--- config.mk ---
export PLATFORM = sky130hd
export DESIGN_NAME = fetch_queue_flat
export DESIGN_NICKNAME = d
export VERILOG_FILES = /design/src/rtl/fetch_queue_if.sv /design/src/rtl/fetch_queue.sv /design/src/flat_wrapper.sv
export SDC_FILE = /design/constraint.sdc
export NUM_CORES = 1
export LEC_CHECK = 0
export ABC_AREA = 1
export CAP_MARGIN = 20
export CELL_PAD_IN_SITES_DETAIL_PLACEMENT = 1
export CELL_PAD_IN_SITES_GLOBAL_PLACEMENT = 1
export CORE_MARGIN = 5
export CORE_UTILIZATION = 40
export CTS_CLUSTER_DIAMETER = 60
export DETAILED_ROUTE_END_ITERATION = 10
export GPL_TIMING_DRIVEN = 0
export PLACE_DENSITY_LB_ADDON = 0.2
export SYNTH_ARGS = -nofsm -noshare
export SYNTH_HDL_FRONTEND = slang
export SYNTH_SLANG_ARGS = --single-unit
export TNS_END_PERCENT = 1
--- constraint.sdc ---
create_clock -name clk -period 2.05 [get_ports clk]
set_clock_uncertainty 0.05 [all_clocks]
set_input_delay 0.205 -clock clk [delete_from_list [all_inputs] [get_ports clk]]
set_output_delay 0.205 -clock clk [all_outputs]
set_load 0.03 [all_outputs]
--- src/rtl/fetch_queue_if.sv ---
// Handshake bundle between fetch, the fetch queue and decode.
// The slave modport is the queue side; the master modport is the fetch/decode side.
interface fetch_queue_if #(
   parameter int WIDTH = 32,
   parameter int DEPTH = 4
);
   localparam int LW = $clog2(DEPTH) + 1;

   logic             flush;
   logic             in_valid;
   logic [WIDTH-1:0] in_pc;
   logic [WIDTH-1:0] in_instr;
   logic             in_ready;
   logic             out_valid;
   logic [WIDTH-1:0] out_pc;
   logic [WIDTH-1:0] out_instr;
   logic             out_ready;
   logic [LW-1:0]    level;

   modport slave (
      input  flush, in_valid, in_pc, in_instr, out_ready,
      output in_ready, out_valid, out_pc, out_instr, level
   );

   modport master (
      output flush, in_valid, in_pc, in_instr, out_ready,
      input  in_ready, out_valid, out_pc, out_instr, level
   );
endinterface

--- src/rtl/fetch_queue.sv ---
// In-order {pc, instr} FIFO decoupling fetch from decode.
// Status outputs come from registered state only; no bypass and no pass-through when full.
module fetch_queue #(
   parameter int DEPTH = 4,
   parameter int WIDTH = 32
) (
   input  logic clk,
   input  logic reset,
   fetch_queue_if.slave q
);
   localparam int AW = $clog2(DEPTH);
   localparam int LW = AW + 1;

   typedef struct packed {
      logic [WIDTH-1:0] pc;
      logic [WIDTH-1:0] instr;
   } entry_t;

   entry_t        mem_q [DEPTH];
   entry_t        mem_d [DEPTH];
   logic [AW-1:0] wr_ptr_q, wr_ptr_d;
   logic [AW-1:0] rd_ptr_q, rd_ptr_d;
   logic [LW-1:0] level_q, level_d;
   logic          push, pop;

   assign q.out_valid = (level_q != '0);
   assign q.in_ready  = (level_q != LW'(DEPTH));
   assign q.out_pc    = mem_q[rd_ptr_q].pc;
   assign q.out_instr = mem_q[rd_ptr_q].instr;
   assign q.level     = level_q;

   always_comb begin
      push     = q.in_valid && q.in_ready && !q.flush;
      pop      = q.out_valid && q.out_ready && !q.flush;
      mem_d    = mem_q;
      wr_ptr_d = wr_ptr_q;
      rd_ptr_d = rd_ptr_q;
      level_d  = level_q + LW'(push) - LW'(pop);
      if (push) begin
         mem_d[wr_ptr_q] = '{pc: q.in_pc, instr: q.in_instr};
         wr_ptr_d        = wr_ptr_q + AW'(1);
      end
      if (pop)
         rd_ptr_d = rd_ptr_q + AW'(1);
      // Redirect drops everything, including a push or pop in the same cycle.
      if (q.flush) begin
         wr_ptr_d = '0;
         rd_ptr_d = '0;
         level_d  = '0;
      end
   end

   always_ff @(posedge clk) begin
      if (reset) begin
         for (int i = 0; i < DEPTH; i++)
            mem_q[i] <= '0;
         wr_ptr_q <= '0;
         rd_ptr_q <= '0;
         level_q  <= '0;
      end else begin
         mem_q    <= mem_d;
         wr_ptr_q <= wr_ptr_d;
         rd_ptr_q <= rd_ptr_d;
         level_q  <= level_d;
      end
   end
endmodule
--- src/flat_wrapper.sv ---
// flat-port wrapper written by rule: the top's interface ports become plain ports
module fetch_queue_flat 
#(
   parameter int DEPTH = 4,
   parameter int WIDTH = 32
)
  (clk, reset, q_flush, q_in_valid, q_in_pc, q_in_instr, q_out_ready, q_in_ready, q_out_valid, q_out_pc, q_out_instr, q_level);
  fetch_queue_if #(.WIDTH(WIDTH), .DEPTH(DEPTH)) q_i ();
  input  logic clk;
  input  logic reset;
  input wire logic [$bits(q_i.flush)-1:0] q_flush;
  input wire logic [$bits(q_i.in_valid)-1:0] q_in_valid;
  input wire logic [$bits(q_i.in_pc)-1:0] q_in_pc;
  input wire logic [$bits(q_i.in_instr)-1:0] q_in_instr;
  input wire logic [$bits(q_i.out_ready)-1:0] q_out_ready;
  output wire logic [$bits(q_i.in_ready)-1:0] q_in_ready;
  output wire logic [$bits(q_i.out_valid)-1:0] q_out_valid;
  output wire logic [$bits(q_i.out_pc)-1:0] q_out_pc;
  output wire logic [$bits(q_i.out_instr)-1:0] q_out_instr;
  output wire logic [$bits(q_i.level)-1:0] q_level;
  assign q_i.flush = q_flush;
  assign q_i.in_valid = q_in_valid;
  assign q_i.in_pc = q_in_pc;
  assign q_i.in_instr = q_in_instr;
  assign q_i.out_ready = q_out_ready;
  assign q_in_ready = q_i.in_ready;
  assign q_out_valid = q_i.out_valid;
  assign q_out_pc = q_i.out_pc;
  assign q_out_instr = q_i.out_instr;
  assign q_level = q_i.level;
  fetch_queue #(.DEPTH(DEPTH), .WIDTH(WIDTH)) u_core (.clk(clk), .reset(reset), .q(q_i));
endmodule
### Yosys cells after proc, flatten, opt, wreduce, memory -nomap -nowiden

Index checks and enable logic that the tools add are counted.

| storage, ports and cells | value |
|---|---|
| bits in registers | 263 |
| bits of input ports | 69 |
| output and inout bits | 69 |
| word-level logic and storage cells | 35 |

| cells by class | value |
|---|---|
| add/subtract/negate cells | 4 |
| order comparisons | 3 |
| equality and inequality tests | 1 |
| muxes and demuxes | 6 |
| bitwise operators | 2 |
| reductions and logical operators | 8 |

Operators with widths:

| kind | number |
|---|---|
| bitwise mux 256 bit | 1 |
| 2-to-1 mux 64 bit | 3 |
| binary-select mux 64 bit (select 2 bit) | 1 |
| demux 64 bit (select 2 bit) | 1 |
| >= comparator 3 bit (second input constant) | 2 |
| NOT 2 -> 3 bit | 2 |
| logical AND 1 bit | 5 |
| adder 2 x 1 -> 2 bit (second input constant) | 2 |
| adder 3 x 1 -> 3 bit | 1 |
| < comparator 3 x 1 -> 1 bit (second input constant) | 1 |
| != test 3 bit (second input constant) | 1 |
| nonzero test 3 bit | 1 |
| subtractor 3 x 1 -> 3 bit | 1 |
| OR reduction 2 bit | 1 |
| zero test 1 bit | 1 |

### Logic depth before layout (Yosys ltp)

| depth | value |
|---|---|
| depth in word-level cells | 6 |
| gate-level depth with buffers | 13 |
| mapped depth without buffers | 12 |

### Least setup slack after synthesis

Ideal clock, no wire load.

| timing path | value |
|---|---|
| kind | register to register |
| start | register u_core.level_q[2] (netlist: u_core.q.level[2]) |
| end | register u_core.level_q[2] (netlist: u_core.q.level[2]) |
| arrival | 2.225 ns |
| required time | 1.930 ns |
| setup slack | -0.294 ns |
| stages on the path, launching flop included | 14 |
| buffers on the path | 1 |
| cell sequence | dfxtp_1 > buf_2 > inv_1 > nand2_1 > nand2_1 > inv_1 > ha_1 > inv_1 > ha_1 > inv_1 > fa_1 > inv_1 > nand2_1 > a21oi_1 |

| between the ends | value |
|---|---|
| elaborated cells between the ends (all ways) | 8 |
| those cells by class | add/sub: 2; eq/ne: 1; reduce/logical: 5 |

RTL lines:

| what | RTL line | source |
|---|---|---|
| from (decl) | fetch_queue.sv:23 | `logic [LW-1:0] level_q, level_d;` |
| from (signal assigned) | fetch_queue.sv:64 | `level_q <= level_d;` |
| nonzero test 3 bit | fetch_queue.sv:26 | `assign q.out_valid = (level_q != '0);` |
| named net q_out_valid | flat_wrapper.sv:17 | `output wire logic [$bits(q_i.out_valid)-1:0] q_out_valid;` |
| logical AND 1 bit (2 in a row) | fetch_queue.sv:34 | `pop = q.out_valid && q.out_ready && !q.flush;` |
| named net u_core.pop | fetch_queue.sv:24 | `logic push, pop;` |
| subtractor 3 x 1 -> 3 bit | fetch_queue.sv:38 | `level_d = level_q + LW'(push) - LW'(pop);` |

The timed path passes the listed nets, and every way through them passes these cells.
A chain may end at the register's enable or synchronous reset.

### Worst setup path in the final report

| timing path | value |
|---|---|
| start | register u_core.rd_ptr_q[0] |
| end | output port q_out_instr[5] |

| between the ends | value |
|---|---|
| cells in the longest elaborated chain, start to end | 4 |

Ends and longest elaborated chain:

| what | RTL line | source |
|---|---|---|
| from (decl) | fetch_queue.sv:22 | `logic [AW-1:0] rd_ptr_q, rd_ptr_d;` |
| from (signal assigned) | fetch_queue.sv:63 | `rd_ptr_q <= rd_ptr_d;` |
| NOT 2 -> 3 bit (implied by the code) | fetch_queue.sv:29 | `assign q.out_instr = mem_q[rd_ptr_q].instr;` |
| binary-select mux 64 bit (select 2 bit) | fetch_queue.sv:29 |  |
| 2-to-1 mux 64 bit (2 in a row) | n/a |  |
| to (decl) | flat_wrapper.sv:19 | `output wire logic [$bits(q_i.out_instr)-1:0] q_out_instr;` |

Every way passes these cells. The select of a mux whose other input is x is not followed.

==> impl_results.md <==
- CTS Buf Count: 35
- Layout Nets: 2678
- Ant diodes: 0
- Share of the synthesized area in the top cell type: 0.3615
- Hold path cells: 5
- Min-delay src: q_out_ready
- WP data required: 1.79 ns
- Largest net degree at the start of global routing: 12
- Rows: 69
- HPWL Detailed: 42350 µm
- Int Pwr: 9.650 mW
- TNS Setup: -14.77 ns
- FF+latch count, synth: 263
- Pwr dens: 735.3 mW/mm²
- IR drop worst, VDD: 0.5730 mV
- Register share of total power: 0.397
- Post-DRT Antenna Nets: 0
- Starting Density: 0.4075
- Outcome: finished, violations left
- R2R setup slack: -0.08 ns
- Synthesized Nets: 2497
- Core area: 0.03574 mm²
- Iteration-0 DRC Markers: 1240
- Clk pin slew, worst setup/hold paths: 0.06 ns
- Startpoint types: register
- Sequential element share of the synthesized area: 0.3615
- Final period utilization: 1.136
- Switch share: 0.2804
- I/O Pins: 138
- DRT Pass-1 Iters: 5
- Synth Area per Inst: 6.016 µm²
- Hold crit path type: in2reg
- Wire per inst: 19.59 µm
- Total Wirelength: 60420 µm
- Clock sink count: 263
- Worst Max-Slew Pin Slew: 0.8321 ns
- PortBufs: 137
- RSZ-0062 raised after global routing: true
- FF-to-FF End: u_core.q.level[2]
- Hold Path Sink: u_core.rd_ptr_q[1]
- CP endpoint kind: output port
- Final Util: 0.5103
- Area of the multi-input gates: 0.006655 mm²
- Area occupied by registers: 0.005274 mm²
- # hold bufs at CTS: 0
- Synth-to-Final Area Change: 25.22%
- Most common cell after layout, fill and taps aside: inv_1
- Launching point of the worst reg2reg path: u_core.q.level[1]
- P_sw: 3.761 mW
- Clock power frac: 0.459
- Yosys warns: 0
- Vias: 16353
- Max cap viols: 0
- Die Y: 200.8 µm
- CTS H-tree depth: 2
- Crit Path Max Fanout: 10
- Post-synthesis cell count: 2421
- Routability cong.: 0.8892
- Share of cells above drive strength 1: 0.1327
- Clk root buf: clkbuf_16
- Grt total ovfl: 0
- Clock latency on the worst-skew pair: 0.51 ns
- Post-Synthesis Cell Area: 0.01457 mm²
- Combinational power share: 0.143
- Lkg Pwr: 9.067 nW
- Clock Path Buffers: 3
- Fill count: 4835
- Total track usage: 0.2841
- DIE WIDTH: 200.8 µm
- Worst EP arrival: 2.07 ns
- Tmin final: 2.329 ns
- Initial antenna violation count: 0
- Final total power: 13.41 mW
- Netlist cell types: 22
- Final worst slack: -0.2787 ns
- Max Clock Freq: 429.4 MHz
- R2r worst-path depth: 12
- Final slew viol count: 0
- Final Hold Vio Count: 0
- Final setup viols: 66
- Via density: 5.303
- First-pass GRT wire length: 92890 µm
- DRC viols: 0
- Die area: 0.04033 mm²
- CTS tree: done
- Crit Path Class: reg2out
- Most frequent cells in the layout: inv_1, nand2_1, nor2_1
- Top post-synthesis cells by area: dfxtp_1, inv_1, nand2_1, nand4_1, nor2_1
- Slew HR: 0.4453
- Synth area leader: dfxtp_1
- Vias in the first global route: 16759
- Violated checks: setup timing
[synth_stat cells (all sizes together)]
library cell  number
nand3              5
nand4            256
clkbuf            66
nor2             396
dfxtp            263
xor2               1
inv              592
xnor2              1
fa                 1
ha                 6
a21oi              2
o21ai            129
o22ai             64
buf              113
nand2            526
[cell type report]
cell class,count,area share
repair buffers,144,0.07464
clock buffers,53,0.05955
multi-input cells,1387,0.3649
inverters,592,0.1220
well taps,461,0.03163
plain buffers,179,0.05522
clock inverters,5,0.002881
flip-flops and latches,263,0.2892
[layer usage]
| metal | part of all wire | vias up | track usage |
|---|---|---|---|
| met4 | 0.034 | 2 | 0.09636 |
| li1 | - | 7704 | - |
| met2 | 0.47 | 595 | 0.4749 |
| met1 | 0.43 | 7909 | 0.3787 |
| met3 | 0.066 | 143 | 0.04006 |
| met5 | 0.00055 | - | 0 |
[critical path, cell delays in order (launching register included)]
cell and delay [ns]:
dfxtp_4 0.39, buf_8 0.14, clkinvlp_4 0.20, buf_12 0.22, buf_6 0.15, nor2_1 0.13
o22ai_2 0.14, buf_4 0.19
[stage by stage]
step / hold WS (ns) / setup slack [ns] / instance area (µm²) / std cells
after floorplan: 0.3306 / 0.01481 / 14580 / 2421
after global placement: 0.4412 / -0.9339 / 16530 / 3019
after detailed placement: 0.4486 / -1.006 / 16530 / 3019
after CTS: 0.3539 / -0.2743 / 17870 / 3079
after global routing: 0.3911 / -0.3096 / 18240 / 3084
final: 0.3545 / -0.2787 / 18240 / 3084
[power by group through the flow]
stage                     registers, mW  clock network (mW)  logic, mW
after floorplan                    5.42                   0       1.09
after global placement             5.43                   0       1.81
after detailed placement           5.44                   0       1.86
after CTS                          5.33                6.20       1.87
after global routing               5.34                6.46       2.07
final                              5.33                6.16       1.92
[how the worst max path moves through the flow]
stage | from | to | slack (ns) | cells after the start
after global routing | u_core.rd_ptr_q[0] | q_out_pc[14] | -0.31 | 7
after floorplan | u_core.q.level[2] | u_core.q.level[2] | 0.01 | 13
after detailed placement | u_core.rd_ptr_q[1] | q_out_pc[0] | -1.01 | 5
after CTS | u_core.rd_ptr_q[0] | q_out_pc[4] | -0.27 | 7
after global placement | u_core.rd_ptr_q[1] | q_out_pc[2] | -0.93 | 6
final | u_core.rd_ptr_q[0] | q_out_instr[5] | -0.28 | 7
[cell families (layout without fill, tap and decap cells)]
kind of cell    after synthesis  in the layout  synth area share
simple gates               1183           1183            0.3519
buf+inv                     771            973            0.2064
flops                       263            263            0.3615
compound gates              195            195           0.07250
fa+ha+maj                     7              7          0.006529
xor+xnor                      2              2          0.001203
[registers in the layout, summed over array words and instances, names as in the netlist]
| signal | cells |
|---|---|
| u_core.mem_q | 256 |
| u_core.q.level | 3 |
| u_core.rd_ptr_q | 2 |
| u_core.wr_ptr_q | 2 |
[what timing repair did]
item / in CTS / in global routing
setup buffers: 2 / 2
cloned: 0 / 3
pin swaps: 7 / 5
hold endpoints to repair: 0 / 0
gates resized for setup: 527 / 103
setup endpoints to repair: 308 / 128
Note: power is estimated with default switching activity, not from simulation.
==> variant (config.mk and constraints unchanged) <==
Make the reset (`reset`) asynchronous in one clocked block.
--- a/src/rtl/fetch_queue.sv
+++ b/src/rtl/fetch_queue.sv
@@ -51,5 +51,5 @@
    end
 
-   always_ff @(posedge clk) begin
+   always_ff @(posedge clk or posedge reset) begin
       if (reset) begin
          for (int i = 0; i < DEPTH; i++)
Check against the original RTL: differs if reset is asserted again (counterexample within 4 cycles, from zero or initial values and one cycle with reset high); with reset held inactive, the same outputs for 4 cycles.
==> variant against the unedited design <==
  * The run still ends with setup timing left
  * Area after synthesis shrank 12%
  * Design area shrank 9.9%
  * Routed wire length shrank 18%
  * Count of clock-buffer cells in the layout shrank 5
  * Sequential share of layout area grew 11 points
  * Setup slack gained 0.068 ns
  * Sequential cell count is the same
  * Via count shrank 22%
  * Largest cell class is now flip-flops and latches
Power is not compared: it rests on default switching activity, and its combinational part moved more than twofold at a synthesized area within 25%.
==> variant: results (changes against the unedited design) <==
Run status = finished with violations
Violations in the final reports = setup timing
Hold/Removal Path Class = input port to asynchronous set/reset pin
First-pass GRT wire length = 78100 µm (-16%)
Dpl hpwl = 33400 µm (-21%)
Worst slack at placement = -0.682 ns (+0.324 ns)
Global Route Usage Sum = 0.273 (-0.0109)
Detailed-routing wirelength on met1 = 21800 µm (-16%)
Clock latency reported for the late side of the worst-skew pair = 0.55 ns (+0.04 ns)
Final TNS setup = -8.82 ns (+5.96 ns)
Sequential element share of the synthesized area = 0.516 (+0.155)
Fraction of layout instances using a drive strength above 1 = 0.191 (+0.0579)
# nets final = 1813 (-32%)
Pin count of the biggest net entering global routing = 41 (+29)
Slowest cell on the critical path = sky130_fd_sc_hd__dfrtp_2
Synthesized instance count = 1555 (-36%)
Total clock buffers created by CTS = 31 (-11%)
Largest incremental delay on the critical path = 0.48 ns (+0.09 ns)
Most frequent cells after synthesis = sky130_fd_sc_hd__nand2_1, sky130_fd_sc_hd__dfrtp_1, sky130_fd_sc_hd__nand4_1
Initial antenna violation count = 1 (+1)
Total of fill cells in the finished design = 3666 (-24%)
Rel. slew slack = 0.568 (+0.123)
Number of flip-flops in the largest register = 256 (unchanged)
First DRT Iteration DRCs = 926 (-25%)
H-tree level count = 1 (-1)
Non-filler cells in the finished layout = 2160 (-30%)
Final Worst Setup Slack = -0.210 ns (+0.0685 ns)
Final Routed Wirelength = 49600 µm (-18%)
Via/cell ratio = 5.92 (+12%)
Static Leak = 8.28 nW
Number of instances in the placed design = 2100 (-30%)
Final estimated routing congestion in global placement = 0.817 (-8.1%)
Post-synth ARST share = 1.00 (+1.00)
Synth top area cells = sky130_fd_sc_hd__dfrtp_1, sky130_fd_sc_hd__nand2_1, sky130_fd_sc_hd__nand4_1
Met2 routed WL = 23700 µm (-16%)
Final setup fails = 66 (unchanged)
Arrival time reported for the critical path endpoint = 2.01 ns (-0.06 ns)
I/O Buffers = 136 (-0.73%)
Via count of the first global-routing pass = 13.4k (-20%)
Wire length on met3 = 3030 µm (-24%)
variant: changes by cell type in the layout (fill, tap and decap cells not counted), moves of 7 or more:
cell                       unedited run  this run
sky130_fd_sc_hd__buf_1               23         6
sky130_fd_sc_hd__buf_4               48        79
sky130_fd_sc_hd__clkbuf_1            35        27
sky130_fd_sc_hd__o21ai_0             83        71
sky130_fd_sc_hd__nor2_1             355       122
sky130_fd_sc_hd__o21ai_2             16        29
sky130_fd_sc_hd__dfrtp_1              0       258
sky130_fd_sc_hd__clkbuf_2            21        14
sky130_fd_sc_hd__buf_2               84        50
sky130_fd_sc_hd__dfxtp_1            258         0
sky130_fd_sc_hd__inv_1              590         8
sky130_fd_sc_hd__nor2_2              38        13
variant: worst paths after layout:
check | slack, ns | depth (start not counted) | start | end
worst min register to register | 0.43 | 2 | u_core.mem_q[93] | u_core.mem_q[93]
worst max-delay path | -0.21 | 6 | u_core.rd_ptr_q[0] | q_out_pc[2]
max in group asynchronous | 0.55 | 6 | reset | u_core.mem_q[101]
worst max register to register | -0.05 | 10 | u_core.q.level[0] | u_core.q.level[1]
min in group clk | 0.06 | 5 | q_in_valid | u_core.wr_ptr_q[0]
worst min-delay path | 0.02 | 2 | reset | u_core.mem_q[0]
variant: area by class of cell:
cell class                 instances  area [µm²]  area share
tap                              402         503      0.0306
timing repair buffer             149        1480      0.0901
inverter                          13        60.1     0.00366
multi-input combinational       1128        5680       0.346
clock buffer                      48         910      0.0554
buffer                           151        1150      0.0698
sequential                       263        6590       0.401
clock inverter                     6        57.6     0.00350
variant: per-stage QoR:
step | util | area [µm²]
after CTS | 0.515 | 16200
after detailed placement | 0.469 | 14800
after floorplan | - | 12800
final | 0.522 | 16400
after global placement | 0.464 | 14600
after global routing | 0.522 | 16400
variant: cells by family (layout without fill, tap and decap cells):
kind of cell / after synthesis / in the layout / share of synthesized area
AO/OA/AOI/OAI: 195 / 195 / 0.0837
adder cells (fa/ha/maj): 7 / 7 / 0.00746
buffers and inverters: 164 / 367 / 0.0624
flip-flops: 263 / 263 / 0.516
AND/OR/NAND/NOR: 924 / 924 / 0.329
XOR/XNOR: 2 / 2 / 0.00137
variant: metal layers:
layer  vias to the layer above  global-route usage
met2                       424               0.453
met1                      6549               0.377
li1                       5739                   -
met4                         2              0.0650
met5                         -                   0
met3                        74              0.0472
variant: report_power, final:
group / switching [mW] / internal [mW] / total (mW) / leakage [nW]
combinational: 7.40 / 4.49 / 11.9 / 4.41
clock: 2.24 / 3.14 / 5.38 / 0.474
sequential: 1.39 / 7.49 / 8.88 / 3.40
variant: timing repair:
item | in CTS | in global routing
endpoints found under the setup margin | 298 | 90
gates cloned | 1 | 0
resized for setup | 584 | 98
buffers inserted | 4 | 1
pin swaps | 43 | 7
